`config.mk`:
```
export PLATFORM = sky130hd
export DESIGN_NAME = freq_detector
export DESIGN_NICKNAME = d
export VERILOG_FILES = /design/src/rtl/freq_det_pkg.sv /design/src/rtl/freq_det_peak.sv /design/src/rtl/freq_detector.sv
export SDC_FILE = /design/constraint.sdc
export NUM_CORES = 1
export LEC_CHECK = 0
export ABC_AREA = 1
export CORE_UTILIZATION = 40
export DETAILED_ROUTE_END_ITERATION = 6
export PLACE_DENSITY_LB_ADDON = 0.1
export SYNTH_ARGS = -nofsm -noshare
export SYNTH_HDL_FRONTEND = slang
export SYNTH_SLANG_ARGS = --single-unit
```
`constraint.sdc`:
```
create_clock -name clk -period 2.22 [get_ports clk]
set_input_delay 0.222 -clock clk [delete_from_list [all_inputs] [get_ports clk]]
set_output_delay 0.222 -clock clk [all_outputs]
set_load 0.02 [all_outputs]
```
`src/rtl/freq_det_pkg.sv`:
```
// +----------------------------------------------------------------------------+
// | freq_det_pkg : shared types, default widths and saturating abs helper     |
// | Rev 1.0                                                                    |
// +----------------------------------------------------------------------------+
`default_nettype none

package freq_det_pkg;

  localparam int DEF_DATA_W = 8;
  localparam int DEF_CNT_W  = 16;
  localparam int AVG_DEPTH  = 4;

  typedef enum logic [0:0] {
    IDLE    = 1'b0,
    MEASURE = 1'b1
  } state_t;

  // |x| clipped to the largest positive value of a w-bit signed number
  function automatic int abs_sat(input int x, input int w);
    int lim;
    lim = (1 << (w - 1)) - 1;
    if (x >= 0)
      return x;
    else if (-x > lim)
      return lim;
    else
      return -x;
  endfunction

endpackage

`default_nettype wire

```
`src/rtl/freq_det_peak.sv`:
```
// +----------------------------------------------------------------------------+
// | freq_det_peak : saturating |sample| and running maximum, reloaded on load  |
// | Rev 1.0                                                                    |
// +----------------------------------------------------------------------------+
`default_nettype none

module freq_det_peak
  import freq_det_pkg::*;
#(
  parameter int DATA_W = DEF_DATA_W
) (
  input  logic              clk,
  input  logic              rst,
  input  logic [DATA_W-1:0] i_sample,
  input  logic              i_load,
  input  logic              i_acc,
  output logic [DATA_W-1:0] o_peak
);

  logic [DATA_W-1:0] w_abs;
  logic [DATA_W-1:0] r_peak;

  assign w_abs = DATA_W'(abs_sat(int'($signed(i_sample)), DATA_W));

  always_ff @(posedge clk or posedge rst) begin
    if (rst) begin
      r_peak <= '0;
    end else if (i_load) begin
      r_peak <= w_abs;
    end else if (i_acc && (w_abs > r_peak)) begin
      r_peak <= w_abs;
    end
  end

  assign o_peak = r_peak;

endmodule

`default_nettype wire

```
`src/rtl/freq_detector.sv`:
```
// +----------------------------------------------------------------------------+
// | freq_detector : period / peak-magnitude meter between rising crossings    |
// | Optional macro FREQ_DET_AVG_EN reports averages over groups of periods.    |
// | Rev 1.0                                                                    |
// +----------------------------------------------------------------------------+
`default_nettype none

module freq_detector
  import freq_det_pkg::*;
#(
  parameter int DATA_W = DEF_DATA_W,
  parameter int CNT_W  = DEF_CNT_W
) (
  input  logic              clk,
  input  logic              rst,
  input  logic [DATA_W-1:0] in_signal,
  output logic [CNT_W-1:0]  out_counter,
  output logic              done,
  output logic [DATA_W-1:0] out_magnitude
);

  localparam logic [CNT_W-1:0] C_CNT_MAX = '1;

  state_t            r_state;
  state_t            w_state_nxt;
  logic [DATA_W-1:0] r_prev;
  logic [CNT_W-1:0]  r_cnt;
  logic              w_rx;
  logic              w_start;
  logic              w_report;
  logic              w_timeout;
  logic [DATA_W-1:0] w_peak;
  logic              r_done;
  logic [CNT_W-1:0]  r_out_cnt;
  logic [DATA_W-1:0] r_out_mag;

  // previous <= 0 and current > 0, both as signed values
  assign w_rx = (r_prev[DATA_W-1] || (r_prev == '0)) &&
                (!in_signal[DATA_W-1] && (in_signal != '0));

  always_ff @(posedge clk or posedge rst) begin
    if (rst) r_state <= IDLE;
    else     r_state <= w_state_nxt;
  end

  always_comb begin
    w_state_nxt = r_state;
    w_start     = 1'b0;
    w_report    = 1'b0;
    w_timeout   = 1'b0;
    case (r_state)
      IDLE: begin
        if (w_rx) begin
          w_state_nxt = MEASURE;
          w_start     = 1'b1;
        end
      end
      MEASURE: begin
        if (w_rx) begin
          w_report = 1'b1;
          w_start  = 1'b1;
        end else if (r_cnt == C_CNT_MAX) begin
          w_report    = 1'b1;
          w_timeout   = 1'b1;
          w_state_nxt = IDLE;
        end
      end
      default: w_state_nxt = IDLE;
    endcase
  end

  always_ff @(posedge clk or posedge rst) begin
    if (rst) begin
      r_prev <= '0;
      r_cnt  <= '0;
    end else begin
      r_prev <= in_signal;
      if (w_start)
        r_cnt <= CNT_W'(1);
      else if (w_timeout)
        r_cnt <= '0;
      else if (r_state == MEASURE)
        r_cnt <= r_cnt + CNT_W'(1);
    end
  end

  freq_det_peak #(
    .DATA_W (DATA_W)
  ) u_peak (
    .clk      (clk),
    .rst      (rst),
    .i_sample (in_signal),
    .i_load   (w_start),
    .i_acc    (r_state == MEASURE),
    .o_peak   (w_peak)
  );

`ifdef FREQ_DET_AVG_EN
  localparam int GRP_W     = $clog2(AVG_DEPTH);
  localparam int AVG_SHIFT = $clog2(AVG_DEPTH);

  logic [CNT_W+1:0]  r_sum;
  logic [GRP_W-1:0]  r_grp;
  logic [DATA_W-1:0] r_gmax;
  logic [CNT_W+1:0]  w_sum_nxt;
  logic [DATA_W-1:0] w_gmax_nxt;

  assign w_sum_nxt  = r_sum + {2'b00, r_cnt};
  assign w_gmax_nxt = (w_peak > r_gmax) ? w_peak : r_gmax;

  always_ff @(posedge clk or posedge rst) begin
    if (rst) begin
      r_done    <= 1'b0;
      r_out_cnt <= '0;
      r_out_mag <= '0;
      r_sum     <= '0;
      r_grp     <= '0;
      r_gmax    <= '0;
    end else begin
      r_done <= 1'b0;
      if (w_timeout) begin
        r_done    <= 1'b1;
        r_out_cnt <= r_cnt;
        r_out_mag <= w_peak;
        r_sum     <= '0;
        r_grp     <= '0;
        r_gmax    <= '0;
      end else if (w_report) begin
        if (r_grp == GRP_W'(AVG_DEPTH - 1)) begin
          r_done    <= 1'b1;
          r_out_cnt <= CNT_W'(w_sum_nxt >> AVG_SHIFT);
          r_out_mag <= w_gmax_nxt;
          r_sum     <= '0;
          r_grp     <= '0;
          r_gmax    <= '0;
        end else begin
          r_sum  <= w_sum_nxt;
          r_grp  <= r_grp + GRP_W'(1);
          r_gmax <= w_gmax_nxt;
        end
      end
    end
  end
`else
  always_ff @(posedge clk or posedge rst) begin
    if (rst) begin
      r_done    <= 1'b0;
      r_out_cnt <= '0;
      r_out_mag <= '0;
    end else begin
      r_done <= w_report;
      if (w_report) begin
        r_out_cnt <= r_cnt;
        r_out_mag <= w_peak;
      end
    end
  end
`endif

  assign done          = r_done;
  assign out_counter   = r_out_cnt;
  assign out_magnitude = r_out_mag;

endmodule

`default_nettype wire

```
==> reports/results.txt, run 1 <==
Hold depth - 2
Cell area after synthesis - 3140 µm²
Fillers - 640
Violated checks - negative setup slack
Hold Fails Final Rpt - 0
Critical-path cell list - buf_8 > inv_16 > ha_4 > inv_4 > nor2_4 > nand3_4 > ha_4 > nand3b_1 > nor2_1 > nand2_1 > nor2_2 > nand3_2 > nand3_4 > buf_6 > a21oi_2 > ha_1 > nand2_1 > o21a_1 > o21ai_2 > nand2_2 > nand2_4 > inv_8 > nand2_1 > nand2_1
DRT antenna net count - 0
Via count - 2801
CP delay by family, top - simple AND/OR/NAND/NOR gates
Required time of the critical path - 2440 ps
Headroom to the max-slew limit - 58.3%
# setup viols final - 8
RePlAce Congestion - 0.918
Hold_sp - in_signal[1]
Grt peak-use layer - met2
Placed cells - 553
Port bufs - 34
Worst flop-to-flop path startpoint - r_cnt[0]$_DFFE_PP0P_
CTS tree - done
Root Driver - clkbuf_8
Largest net degree at the start of global routing - 31
Status - finished with violations
Reg2reg end - out_magnitude[7]$_DFFE_PP0P_
Area of the multi-input gates - 1660 µm²
Die ar. - 8210 µm²
Sequential Area - 1450 µm²
Least-Margin Pin Slew - 625 ps
Synth Register Bits - 58
Tcrit/Tclk final - 128%
H-tree Lvls - 3
Fraction of final layout cells sized beyond drive strength 1 - 30.8%
Non-filler cells in the finished layout - 582
Post-Route WL - 7460 µm
Area delta synth->final - 45.4%
Core Region - 7410 µm²
I/O pin count - 35
Worst setup EP type - flop
DRC viols - 0
GRT met3 Usage - 4.21%
Mean Syn Cell Area - 8.42 µm²
Clk buf depth - 2
Synthesized netlist cell count - 373
F_max - 0.351 GHz
Initial antenna violation count - 0
PD cells - 811 nW/µm²
Clock skew - 17.2 ps
Mux share of post-synthesis cell area - 0%
WP buf/inv - 5
WP data arrival - 3070 ps
Total GRT Usage - 20.0%
Max-cap check violation count - 0
Vias in the first global route - 2910
Routing usage on met2 - 35.5%
Drt wl/cell - 12.8 µm
Sum Neg Setup Slack - -4990 ps
Syn. warnings - 0
Ys async rst share - 100%
Die Wd - 90.6 µm
Register area share after synthesis - 46.2%
Design area - 4560 µm²
Complex-gate fraction of the synthesized area - 11.1%
Area leader, netlist - dfrtp_1
Via density - 4.81
Slowest stage cell, crit path - ha_1
Initial DRC count - 118
Worst setup margin - -632 ps
Reg2reg setup slack - 340 ps
Cell count of the worst reg-to-reg path - 11
Most used DFF post-synth - dfrtp_1
Path type of the worst setup path - in -> reg
Worst skew pair latency - 330 ps
Grt total ovfl - 0
NumNets Final - 509
Count leader, synth - nand2_1
Area share of fa/ha/maj cells after synthesis - 8.37%
Sink Count - 58
Global-route wire length before repair - 13000 µm
TritonCTS buffer count - 9
Post-DP HPWL - 5550 µm
Top cell type's share of synthesized area - 46.2%
Peak VDD IR - 476 µV
Min Tclk post-route - 2850 ps
CTS Hold Bufs - 0
Slew Viols, Final - 0
Post-synth EDFFs - 0
Met1 Use GR - 23.0%
Worst path max stage delay - 290 ps
Syn nets - 404
Area post-placement - 4090 µm²
RSZ-0062 raised after global routing - true
Initial Util - 42.4%
Overall die height - 90.6 µm
CP dominant cell by count - nand2_1
ANT cells - 0
Post-synthesis simple-gate area fraction - 23.4%
Largest family of logic cells by synthesized area - simple AND/OR/NAND/NOR gates
Hold EP - r_prev[1]$_DFF_PP0_
Synth top cells by count - 89 x nand2_1, 58 x dfrtp_1, 45 x inv_1
CP Launch Type - input port
Dominant cells by area after synthesis - dfrtp_1 46%, nand2_1 11%, ha_1 8.4%
Hold WC Path Type - in -> reg
Netlist cell types - 35
Worst-path clk slew - 60 ps
CP max FO - 8
Drt first pass iters - 4
Synth Area in XOR/XNOR - 3.35%
Std cell rows - 31
Leak pwr - 2.09 nW
## layer usage
metal,wire [µm],share of wire (%)
met2,3810,51
met3,162,2.2
met5,0,0
met4,149,2.0
met1,3340,45
## stage by stage
step                      setup slack, ps  hold WS, ps  utilization, %  power [mW]
after global routing                 -809          116            61.6        3.94
after CTS                            -748          209            60.5        3.63
after detailed placement            -1630          455            55.2        2.48
after global placement              -1480          449            55.2        2.46
final                                -632          130            61.6        3.70
after floorplan                      -679          253               -        2.04
## flip-flops by register name, indices dropped and copies added, names as in the netlist
name,cells
out_counter,16
done,1
r_cnt,16
r_state,1
r_prev,8
out_magnitude,8
u_peak.o_peak,8
## how the worst max path moves through the flow
stage	from	to	cells past startpoint
final	in_signal[0]	u_peak.o_peak[3]$_DFFE_PP0P_	24
after global routing	in_signal[5]	u_peak.o_peak[1]$_DFFE_PP0P_	23
after CTS	in_signal[0]	u_peak.o_peak[3]$_DFFE_PP0P_	25
after detailed placement	in_signal[0]	u_peak.o_peak[4]$_DFFE_PP0P_	25
after global placement	in_signal[0]	u_peak.o_peak[0]$_DFFE_PP0P_	25
after floorplan	in_signal[0]	u_peak.o_peak[0]$_DFFE_PP0P_	24
## layout make-up
cell class | count | share of cell area (%)
Multi-Input combinational cell | 261 | 36.3
Sequential cell | 58 | 31.8
Timing Repair Buffer | 101 | 19.7
Inverter | 47 | 4.80
Clock buffer | 12 | 3.62
Tap cell | 99 | 2.71
Clock inverter | 4 | 1.07
## worst reg2reg max path: stages, from the launching register on
cell,delay (ps)
dfrtp_1,390
ha_1,220
nand3_2,120
nor3_2,190
inv_2,70
nor2_4,100
nand3_2,110
nand2_1,100
nand2_2,130
buf_12,200
nand2_1,60
o21ai_0,70
## placed cells by master, fill, tap and decap left out, types with 3 or more instances in the layout
cell type and n:
a21oi_1 6, a21oi_2 4, buf_12 5, buf_4 59, buf_6 4, clkbuf_2 4
clkbuf_8 12, clkdlybuf4s50_1 26, dfrtp_1 58, ha_1 16, ha_4 4, inv_1 37
inv_2 4, nand2_1 78, nand2_2 11, nand3_1 16, nand3_2 10, nand4_1 6
nor2_1 26, nor2_4 3, nor3_1 3, o21ai_0 8, o21ai_1 19, o21ai_2 3
o22ai_1 12, or2_2 3, xor2_1 11
## kinds of logic (layout without fill, tap and decap cells)
kind of cell	Yosys count	count (layout)
fa+ha+maj	21	21
flops	58	58
xor+xnor	12	12
simple gates	166	167
compound gates	61	61
buf+inv	55	164
## where the power goes
part / switching [mW] / internal (mW) / leakage, nW
sequential: 0.130 / 1.25 / 0.745
combinational: 0.707 / 0.585 / 1.24
clock: 0.419 / 0.608 / 0.112
total: 1.26 / 2.45 / 2.09
## repair_timing
| action | 4_1_cts | 5_1_grt |
|---|---|---|
| setup endpoints to repair | 8 | 8 |
| endpoints found under the hold margin | 0 | 0 |
| gates cloned | 1 | 0 |
| buffers inserted | 10 | 4 |
| pin swaps | 29 | 24 |
| resized for setup | 43 | 34 |
No activity file was read; power rests on OpenSTA's default activity.
==> run 2: changes to the inputs <==
- CORE_UTILIZATION: 40 -> 30
==> reports/results.txt, run 2 (synthesis results as in run 1) <==
Overall die height - 104 µm (+15%)
Post-Route WL - 7770 µm (+4.2%)
Initial DRC count - 73 (-38%)
Sink Count - 58 (unchanged)
Core Region - 9950 µm² (+34%)
Drt wl/cell - 12.6 µm (-1.4%)
CP dominant cell by count - nand2_1
Least-Margin Pin Slew - 529 ps (-96.3 ps)
Non-filler cells in the finished layout - 615 (+5.7%)
Post-DP HPWL - 5800 µm (+4.5%)
Status - finished with violations
ANT cells - 0 (unchanged)
Design area - 4620 µm² (+1.2%)
CTS tree - done
Total GRT Usage - 15.2% (-4.8 points)
Area delta synth->final - 47.1%
PD cells - 762 nW/µm² (-6.1%)
Slowest stage cell, crit path - ha_4
RSZ-0062 raised after global routing - true
Clk buf depth - 2 (unchanged)
Pre-CTS WS - -1630 ps (+1.28 ps)
Vias in the first global route - 2843 (-2.3%)
Via density - 4.55 (-5.5%)
Drt first pass iters - 4 (unchanged)
Most common cell after layout, fill and taps aside - nand2_1
Port bufs - 34 (unchanged)
Critical-path cell list - buf_12 > inv_12 > ha_4 > inv_4 > nor2_4 > nand3_2 > ha_4 > nand4_1 > nor2_1 > nand2_1 > nor2_2 > nand3_2 > nand3_4 > buf_6 > a21oi_4 > ha_4 > nand2_1 > o21a_1 > o21ai_2 > nand2_2 > nand2_4 > inv_8 > nand2_1 > nand2_1
Min Tclk post-route - 2860 ps (+10.6 ps)
Die Wd - 104 µm (+15%)
WP buf/inv - 5 (unchanged)
Initial Util - 31.5% (-11 points)
CP max FO - 8 (unchanged)
Root Driver - clkbuf_8
CP Launch Type - input port
Path type of the worst setup path - in -> reg
Hold WC Path Type - in -> reg
# setup viols final - 8 (unchanged)
Fraction of final layout cells sized beyond drive strength 1 - 31.1% (+0.27 points)
TritonCTS buffer count - 9 (unchanged)
Final Util - 46.4% (-15 points)
Headroom to the max-slew limit - 64.7% (+6.4 points)
Worst skew pair latency - 330 ps (about the same)
Required time of the critical path - 2440 ps (about the same)
Std cell rows - 36 (+16%)
Worst setup margin - -643 ps (-10.6 ps)
RePlAce Congestion - 0.816 (-11%)
Via count - 2797 (-0.14%)
CTS Hold Bufs - 0 (unchanged)
Worst setup EP type - flop
Leak pwr - 2.07 nW (-1.4%)
Hold Fails Final Rpt - 0 (unchanged)
Clock skew - 6.91 ps (-10.3 ps)
Area post-placement - 4150 µm² (+1.4%)
Placed cells - 589 (+6.5%)
F_max - 0.349 GHz (-0.37%)
Slew Viols, Final - 0 (unchanged)
H-tree Lvls - 3 (unchanged)
Peak VDD IR - 365 µV (-23%)
Grt total ovfl - 0 (unchanged)
Max-cap check violation count - 0 (unchanged)
Worst-path clk slew - 70 ps (about the same)
Sum Neg Setup Slack - -5110 ps (-124 ps)
Global-route wire length before repair - 13200 µm (+1.9%)
Largest net degree at the start of global routing - 25 (-19%)
Commonest non-fill, non-tap cells in the layout - 79 x nand2_1, 58 x dfrtp_1, 56 x buf_4, 37 x inv_1, 26 x clkdlybuf4s50_1
Violated checks - negative setup slack
Tcrit/Tclk final - 129% (+0.48 points)
Worst path max stage delay - 280 ps (about the same)
CP delay by family, top - simple AND/OR/NAND/NOR gates
DRT antenna net count - 0 (unchanged)
DRC viols - 0 (unchanged)
NumNets Final - 508 (-0.20%)
I/O pin count - 35 (unchanged)
WP data arrival - 3090 ps (+20 ps)
Initial antenna violation count - 0 (unchanged)
Die ar. - 10900 µm² (+33%)
[run 2: worst reg2reg max path, stage by stage (launching register included)]
cell	delay, ps
dfrtp_1	370
ha_1	210
nand3_2	110
nor3_2	190
inv_2	70
nor2_4	100
nand3_2	110
nand2_1	100
nand2_2	100
buf_12	180
nand2_1	70
o21ai_0	70
[run 2: power breakdown]
group	switching (mW)	total, mW	internal, mW	leakage (nW)
sequential	0.132	1.39	1.25	0.745
clock	0.405	0.836	0.431	0.0872
combinational	0.714	1.30	0.581	1.23
total	1.25	3.52	2.27	2.07
[run 2: through the flow]
stage	power, mW	hold slack [ps]
4_1_cts	3.44	103
3_5_place_dp	2.49	457
3_3_place_gp	2.48	452
6_report	3.52	26.1
2_1_floorplan	2.04	253
5_1_grt	3.79	5.01
[run 2: final timing paths]
check,startpoint,end,slack (ps),depth (start not counted)
hold / removal,in_signal[1],r_prev[1]$_DFF_PP0_,30,1
min in group asynchronous,rst,out_magnitude[7]$_DFFE_PP0P_,250,2
setup reg to reg,r_cnt[0]$_DFFE_PP0P_,out_counter[2]$_DFFE_PP0P_,420,11
max in group asynchronous,rst,r_cnt[9]$_DFFE_PP0P_,1390,3
setup / recovery,in_signal[1],u_peak.o_peak[5]$_DFFE_PP0P_,-640,24
hold reg to reg,out_counter[6]$_DFFE_PP0P_,out_counter[6]$_DFFE_PP0P_,480,2
[run 2: repair_timing]
action,CTS,global route
gates cloned,2,0
gates resized for setup,45,37
endpoints found under the hold margin,0,0
buffers inserted,5,5
pin swaps,36,33
setup endpoints to repair,8,8
[run 2: routing by layer]
layer  routed length [µm]  global-route usage [%]
met1                 3630                    19.0
met2                 3940                    25.9
met3                  142                    3.63
met4                   58                    4.39
met5                    0                       0
[run 2: area by class of cell]
| cell class | instances | area, µm² |
|---|---|---|
| inverters | 47 | 219 |
| multi-input cells | 261 | 1720 |
| repair buffers | 99 | 887 |
| well taps | 133 | 166 |
| fillers | 1015 | 5340 |
| repair inverters | 1 | 7.51 |
| clock buffers | 13 | 149 |
| flip-flops and latches | 58 | 1450 |
| clock inverters | 3 | 15.0 |
==> run 3: changes to the inputs <==
- PLACE_DENSITY: default -> 0.58
- PLACE_DENSITY_LB_ADDON: 0.1 -> default
==> reports/results.txt, run 3 (synthesis results as in run 1) <==
Fraction of final layout cells sized beyond drive strength 1 - 30.9% (-0.19 points)
Violated checks - negative setup slack
Tcrit/Tclk final - 133% (+3.7 points)
Global-route wire length before repair - 13100 µm (-1.0%)
Sequential Area - 1450 µm² (unchanged)
Min Tclk post-route - 2950 ps (+83.1 ps)
Switching part of the total - 34.2% (-1.4 points)
Worst setup EP type - flop
Sink Count - 58 (unchanged)
PD cells - 788 nW/µm² (+3.4%)
Die Wd - 104 µm (unchanged)
Peak VDD IR - 323 µV (-11%)
CP max FO - 8 (unchanged)
# setup viols final - 8 (unchanged)
Clk buf depth - 2 (unchanged)
RePlAce Congestion - 0.882 (+8.2%)
Fillers - 934 (-8.0%)
Initial antenna violation count - 0 (unchanged)
Post-DP HPWL - 5490 µm (-5.5%)
Hold depth - 1 (unchanged)
Final Util - 46.9% (+0.48 points)
Area delta synth->final - 48.6%
Most common cell after layout, fill and taps aside - nand2_1
Overall Power - 3.67 mW (+4.5%)
DRC viols - 0 (unchanged)
DRT antenna net count - 0 (unchanged)
Hold EP - r_prev[1]$_DFF_PP0_
Area of the multi-input gates - 1680 µm² (-2.3%)
Sequential Power Share - 37.6% (-1.8 points)
Least-Margin Pin Slew - 401 ps (-127 ps)
Cell count of the worst reg-to-reg path - 11 (unchanged)
CTS Hold Bufs - 0 (unchanged)
Hold_sp - in_signal[1]
Status - finished with violations
Std cell rows - 36 (unchanged)
Leak pwr - 2.10 nW (+1.6%)
F_max - 0.339 GHz (-2.8%)
Worst skew pair latency - 340 ps (about the same)
Required time of the critical path - 2450 ps (about the same)
Hold Fails Final Rpt - 0 (unchanged)
Clock skew - 12.8 ps (+5.92 ps)
CP Launch Type - input port
Drt wl/cell - 12.2 µm (-3.1%)
Grt total ovfl - 0 (unchanged)
Port bufs - 34 (unchanged)
RSZ-0062 raised after global routing - true
Core Region - 9950 µm² (unchanged)
Reg2reg end - out_counter[3]$_DFFE_PP0P_
WP data arrival - 3180 ps (+90 ps)
Switching power - 1.26 mW (+0.39%)
Non-filler cells in the finished layout - 618 (+0.49%)
Worst-path clk slew - 70 ps (about the same)
CTS tree - done
Largest net degree at the start of global routing - 59 (+140%)
Vias in the first global route - 2880 (+1.3%)
Total GRT Usage - 14.9% (-0.31 points)
Commonest non-fill, non-tap cells in the layout - 80 x nand2_1, 58 x dfrtp_1, 58 x buf_4, 37 x inv_1, 26 x clkdlybuf4s50_1
ANT cells - 0 (unchanged)
Initial DRC count - 131 (+79%)
Post-Route WL - 7570 µm (-2.6%)
Headroom to the max-slew limit - 73.0% (+8.3 points)
Die ar. - 10900 µm² (unchanged)
I/O pin count - 35 (unchanged)
Via density - 4.55 (about the same)
Initial Util - 31.5% (unchanged)
Clock power share - 27.2% (+3.4 points)
Path type of the worst setup path - in -> reg
NumNets Final - 511 (+0.59%)
Placed cells - 585 (-0.68%)
Reg2reg setup slack - 320 ps (-100 ps)
Root Driver - clkbuf_8
Cell internal pwr - 2.42 mW (+6.8%)
Max-cap check violation count - 0 (unchanged)
TritonCTS buffer count - 9 (unchanged)
H-tree Lvls - 3 (unchanged)
Hold WC Path Type - in -> reg
Worst setup margin - -726 ps (-83.1 ps)
Via count - 2812 (+0.54%)
Drt first pass iters - 4 (unchanged)
Worst flop-to-flop path startpoint - r_cnt[1]$_DFFE_PP0P_
Gate power share - 35.2% (-1.6 points)
Slew Viols, Final - 0 (unchanged)
Overall die height - 104 µm (unchanged)
[run 3: cell count changes in the layout (fill, tap and decap cells not counted), moves of 2 or more]
cell,before,now
nand3_1,16,14
clkinv_2,3,1
ha_4,8,6
nand3_2,10,13
buf_12,5,7
clkbuf_1,3,1
buf_4,56,58
ha_1,12,15
[run 3: worst max-delay path, stage by stage]
cell,delay (ps)
dlygate4sd2_1,270
nor2_4,160
buf_6,160
nand3_2,100
ha_4,270
nand4_1,100
nor2_1,120
nand2_1,90
nor2_2,140
nand3_2,130
nand3_4,120
buf_4,130
a21boi_2,40
ha_1,320
nand4_1,120
nor2_1,60
a31oi_1,200
nand2_2,110
nand2_4,140
inv_8,60
nand2_2,60
nand2_1,50
[run 3: through the flow]
step,setup TNS (ps),setup WS [ps],area (µm²),hold slack [ps]
5_1_grt,-7090,-913,4660,-0.418
4_1_cts,-5430,-685,4560,108
3_3_place_gp,-20080,-1480,4110,453
3_5_place_dp,-21180,-1580,4110,456
6_report,-5690,-726,4660,16.3
2_1_floorplan,-5420,-679,3230,253
[run 3: power groups by stage]
stage	Sequential, mW	Combinational [mW]	Clock (mW)
after floorplan	1.47	0.565	0
after global placement	1.39	1.09	0
after detailed placement	1.39	1.11	0
after CTS	1.37	1.21	1.02
after global routing	1.40	1.44	1.07
final	1.38	1.29	1.00
[run 3: what timing repair did]
| item | in CTS | in global routing |
|---|---|---|
| pin swaps | 33 | 32 |
| gates cloned | 1 | 0 |
| endpoints found under the setup margin | 8 | 8 |
| gates resized for setup | 43 | 34 |
| setup buffers | 13 | 5 |
[run 3: cell type report]
type                       instances  area share [%]
clock buffer                      12            3.33
clock inverter                     4            1.07
inverter                          47            4.69
multi-input combinational        261            36.1
sequential                        58            31.1
tap                              133            3.57
timing repair buffer             103            20.1
[run 3: per-layer routing]
metal	global-route usage, %	routed length (µm)	up-vias
met5	0	0	-
met4	7.45	234	0
met3	2.51	209	18
met2	25.9	3760	51
met1	17.7	3360	1304
li1	-	-	1439
[run 3: worst max-delay path by stage]
| stage | from | endpoint | cells after the start |
|---|---|---|---|
| floorplan | in_signal[0] | u_peak.o_peak[0]$_DFFE_PP0P_ | 24 |
| global route | in_signal[3] | u_peak.o_peak[0]$_DFFE_PP0P_ | 24 |
| detailed placement | in_signal[0] | u_peak.o_peak[0]$_DFFE_PP0P_ | 25 |
| global placement | in_signal[0] | u_peak.o_peak[0]$_DFFE_PP0P_ | 25 |
| finish | in_signal[3] | u_peak.o_peak[0]$_DFFE_PP0P_ | 22 |
| CTS | in_signal[0] | u_peak.o_peak[2]$_DFFE_PP0P_ | 25 |
==> patch 1, RTL diff (settings of run 2) <==
Set the package constant `DEF_DATA_W` to 10 (it was 8).
--- a/src/rtl/freq_det_pkg.sv
+++ b/src/rtl/freq_det_pkg.sv
@@ -8,3 +8,3 @@
 
-  localparam int DEF_DATA_W = 8;
+  localparam int DEF_DATA_W = 10;
   localparam int DEF_CNT_W  = 16;
Interface: changed (resized in_signal and out_magnitude); port bits go from 35 to 39. The function was not compared with the original's and may differ.
==> patch 1 against run 2 <==
  * Power is 35% higher
  * Via count is 8.3% higher
  * Critical path depth fell by 2
  * Register-to-register slack lost 30 ps
  * Sequential cell count is 6 higher
  * Worst setup slack gained 47 ps
  * Highest routed layer unchanged
  * Critical endpoint is now u_peak.o_peak[0]
  * The run still ends with setup timing left
  * Synthesized area grew 12%
  * Cell area is 14% higher
  * Wire length is 15% higher
  * Die area is 12% higher
  * Combinational power up 30%
  * Synthesized cell count up 8.6%
  * Sequential power rose by 12%
==> patch 1: results <==
metrics = {
    "status": {
        "outcome": "finished, violations left",
        "violations": "setup timing",
    },
    "placed_design": {
        "post-dp-hpwl_um": 6296,
        "place_worst_setup_slack_ps": -1410,
        "placed_area_um2": 4427,
        "dp_cells": 618,
        "io_buffer_count": 38,
    },
    "cells_and_area": {
        "fin_nets": 543,
        "final_cells": 657,
        "drive_gt1_frac": 0.3502,
        "fillers": 1119,
    },
    "yosys": {
        "synth_common_cells": "nand2_1 (100), dfrtp_1 (64), inv_1 (51), nand3_1 (26), o21ai_2 (25)",
        "synthTopCellsByArea": "dfrtp_1 (46%), nand2_1 (11%), ha_1 (7.5%)",
        "ys_seq_area_frac": 0.4550,
        "synth_fp_nets": 438,
    },
    "sta": {
        "finalSetupViolations": 10,
        "worstMarginPinSlew_ps": 386.9,
        "layout_setup_ws_ps": -595.6,
        "whs_ps": 33.10,
        "skew_ps": 7.584,
    },
    "clocking": {
        "cts_setup_buffers": 16,
        "path_clk_slew_ps": 50,
        "ctsResizeCount": 60,
    },
    "grt": {
        "met1_usage": 0.1968,
        "globalRouteMet2Util": 0.2875,
        "track_usage": 0.1628,
        "met3_usage": 0.03057,
    },
    "setup_path": {
        "r2r_slack_ps": 390,
        "arrival_ps": 3030,
        "startpoint": "in_signal[0]",
        "r2r-end": "out_magnitude[4]",
    },
    "drt": {
        "routedWlPerCell_um": 13.58,
        "vias": 3029,
        "wl_met2_um": 4658,
    },
    "worst_hold_path": {
        "hold_end": "r_prev[0]",
        "worstHoldStart": "in_signal[0]",
    },
    "power": {
        "p_leak_nw": 2.391,
        "seqPwrFrac": 0.326,
        "power_density_nw_per_um2": 905.8,
        "ir_drop_uv": 390.8,
        "intPower_mw": 3.182,
    },
}
-- patch 1: critical path, stage by stage --
cell and delay [ps]:
buf_12 110, inv_16 50, ha_4 140, nand2_4 50
nor2_4 140, buf_6 110, nand4_1 120, ha_4 300
nand2_2 40, nor3_2 180, nand3_2 180, nand3_4 190
nand2_4 80, ha_4 280, nand2_2 80, nor2_4 120
o211ai_1 90, nand3_1 90, nand3_2 120, buf_6 180
nand3_1 70, nand2_1 50
-- patch 1: final cells by class --
class / count / share of cell area
well taps: 143 / 0.03406
flip-flops and latches: 64 / 0.3048
multi-input cells: 279 / 0.3765
inverters: 53 / 0.04168
clock inverters: 3 / 0.01238
clock buffers: 12 / 0.04882
repair buffers: 103 / 0.1817
-- patch 1: cells by family after synthesis --
kind of cell,synth area share
simple gates,0.2304
flops,0.4550
buf+inv,0.07891
compound gates,0.1212
fa+ha+maj,0.07465
xor+xnor,0.03982
==> patch 2, RTL diff (config.mk and constraints of run 2) <==
Made on the original files. The output `done` loses its register stage (`r_done` becomes a continuous assignment).
--- a/src/rtl/freq_detector.sv
+++ b/src/rtl/freq_detector.sv
@@ -146,3 +146,2 @@
     if (rst) begin
-      r_done    <= 1'b0;
       r_out_cnt <= '0;
@@ -150,3 +149,2 @@
     end else begin
-      r_done <= w_report;
       if (w_report) begin
@@ -157,2 +155,4 @@
   end
+
+  assign r_done = w_report;
 `endif
Formal check against the unedited RTL: not equivalent (a bounded check fails within 4 cycles, from zero or initial values and one cycle with rst high).
==> patch 2 against run 2 <==
  * The run still ends with setup timing left
  * Sequential cell count down 1
  * First-iteration DRC count up 1.4%
  * Power down 0.94%
  * Worst setup slack worse by 95 ps
  * Critical path depth down 1
  * Synthesized area down 0.80%
  * Utilization down 0.17 points
  * Wire length down 0.94%
  * Clock skew up 3.2 ps
  * Cell area down 0.81%
  * Clock power up 2%
  * Register-to-register slack worse by 80 ps
==> patch 2: results <==
metrics = {
    "placed_design": {
        "dp_cells": 584,
        "gp_congestion": 0.8262,
        "post-dp-hpwl_um": 5526,
        "io_buffer_count": 34,
    },
    "yosys": {
        "synth_common_cells": "nand2_1 (89), dfrtp_1 (57), inv_1 (45), nor2_1 (28), nand3_1 (24)",
        "synth_fa_ha_area_frac": 0.08437,
        "synthMuxAreaShare": 0,
        "synth_fp_nets": 403,
        "ys.flop_type": "dfrtp_1",
        "synthTopCellsByArea": "dfrtp_1 (46%), nand2_1 (11%), ha_1 (8.4%)",
        "synth_xor_area_frac": 0.03375,
        "ys_seq_area_frac": 0.4580,
        "yosysWarnings": 0,
        "synthArstFlopShare": 1.000,
        "synth_compound_area_frac": 0.1121,
        "synth_cell_types": 35,
        "syn_inst": 372,
    },
    "drt": {
        "vias": 2822,
        "wirelength_um": 7697,
        "ant_nets": 0,
        "drt_iter0_markers": 74,
    },
    "sta": {
        "worstMarginPinSlew_ps": 454.7,
        "finalSetupViolations": 8,
        "skew_ps": 10.10,
        "layout_setup_ws_ps": -737.6,
    },
    "setup_path": {
        "arrival_ps": 3210,
        "crit_family": "simple AND/OR/NAND/NOR gates",
        "slowest_stage": "ha_4",
    },
    "cells_and_area": {
        "fin_nets": 507,
        "fillers": 997,
        "drive_gt1_frac": 0.3048,
        "final_cells": 612,
    },
    "grt": {
        "track_usage": 0.1543,
        "grt_max_degree": 58,
        "grt_pass1_wl_um": 13370,
    },
    "status": {
        "outcome": "finished, violations left",
        "violations": "setup timing",
    },
    "clocking": {
        "cts_max_level": 3,
        "cts-root-buf": "clkbuf_8",
        "clockBufferDepth": 2,
    },
    "worst_hold_path": {
        "min_path_type": "input port to register",
    },
    "power": {
        "p_leak_nw": 2.070,
        "ir_drop_uv": 357.8,
    },
}
-- patch 2: logic make-up after synthesis --
logic type / count (synthesis)
XOR/XNOR: 12
AO/OA/AOI/OAI: 61
buffers and inverters: 55
AND/OR/NAND/NOR: 166
flip-flops: 57
adder cells (fa/ha/maj): 21
-- patch 2: cell type report --
cell class | count | area [µm²] | area share
well taps | 133 | 166.4 | 0.03634
clock buffers | 11 | 151.4 | 0.03306
flip-flops and latches | 57 | 1426 | 0.3115
multi-input cells | 262 | 1710 | 0.3735
repair buffers | 99 | 888.4 | 0.1940
inverters | 47 | 219.0 | 0.04781
clock inverters | 3 | 17.52 | 0.003825
-- patch 2: metal layers --
metal	vias to the layer above	part of all wire	global-route usage
met2	38	0.50	0.2610
met4	0	0.019	0.05204
met5	-	0	0
met1	1336	0.45	0.1914
met3	14	0.026	0.03822
li1	1434	-	-
-- patch 2: final timing paths --
| check | endpoint | slack, ps | startpoint | cells after the start |
|---|---|---|---|---|
| worst max-delay path | u_peak.o_peak[0] | -740 | in_signal[4] | 23 |
| worst min-delay path | r_prev[1] | 40 | in_signal[1] | 1 |
| worst max register to register | out_counter[2] | 340 | r_cnt[1] | 11 |
| worst min register to register | u_peak.o_peak[1] | 480 | u_peak.o_peak[1] | 2 |
| max in group asynchronous | u_peak.o_peak[2] | 1670 | rst | 3 |
| min in group asynchronous | out_counter[3] | 290 | rst | 3 |
-- patch 2: what timing repair did --
action | CTS | global route
gates resized for setup | 42 | 38
gates cloned | 2 | 0
pin swaps | 24 | 28
buffers inserted | 9 | 5
endpoints found under the setup margin | 33 | 9
-- patch 2: where the power goes --
part / switching, mW / internal [mW] / leakage [nW]
Sequential: 0.135 / 1.23 / 0.732
Combinational: 0.695 / 0.570 / 1.25
Clock: 0.400 / 0.449 / 0.0871
Total: 1.23 / 2.25 / 2.07
-- patch 2: worst reg2reg max path: cells and delay by family, from the launching register on --
family | cells | cell delay, ps
adder cells (fa/ha/maj) | 1 | 160
AO/OA/AOI/OAI | 1 | 80
AND/OR/NAND/NOR | 7 | 760
buffers and inverters | 2 | 330
flip-flops | 1 | 410
-- patch 2: metrics by stage --
step                      instance area (µm²)  power (mW)  TNS, ps  setup slack, ps  hold WS, ps
after CTS                                4446       3.434    -5956           -763.4        121.0
after detailed placement                 4081       2.473   -26840            -1672        459.8
final                                    4579       3.484    -5790           -737.6        39.03
after global placement                   4081       2.451   -24890            -1505        453.2
after floorplan                          3202       2.019    -5425           -678.7        253.4
after global routing                     4579       3.745    -7238           -911.9        13.13
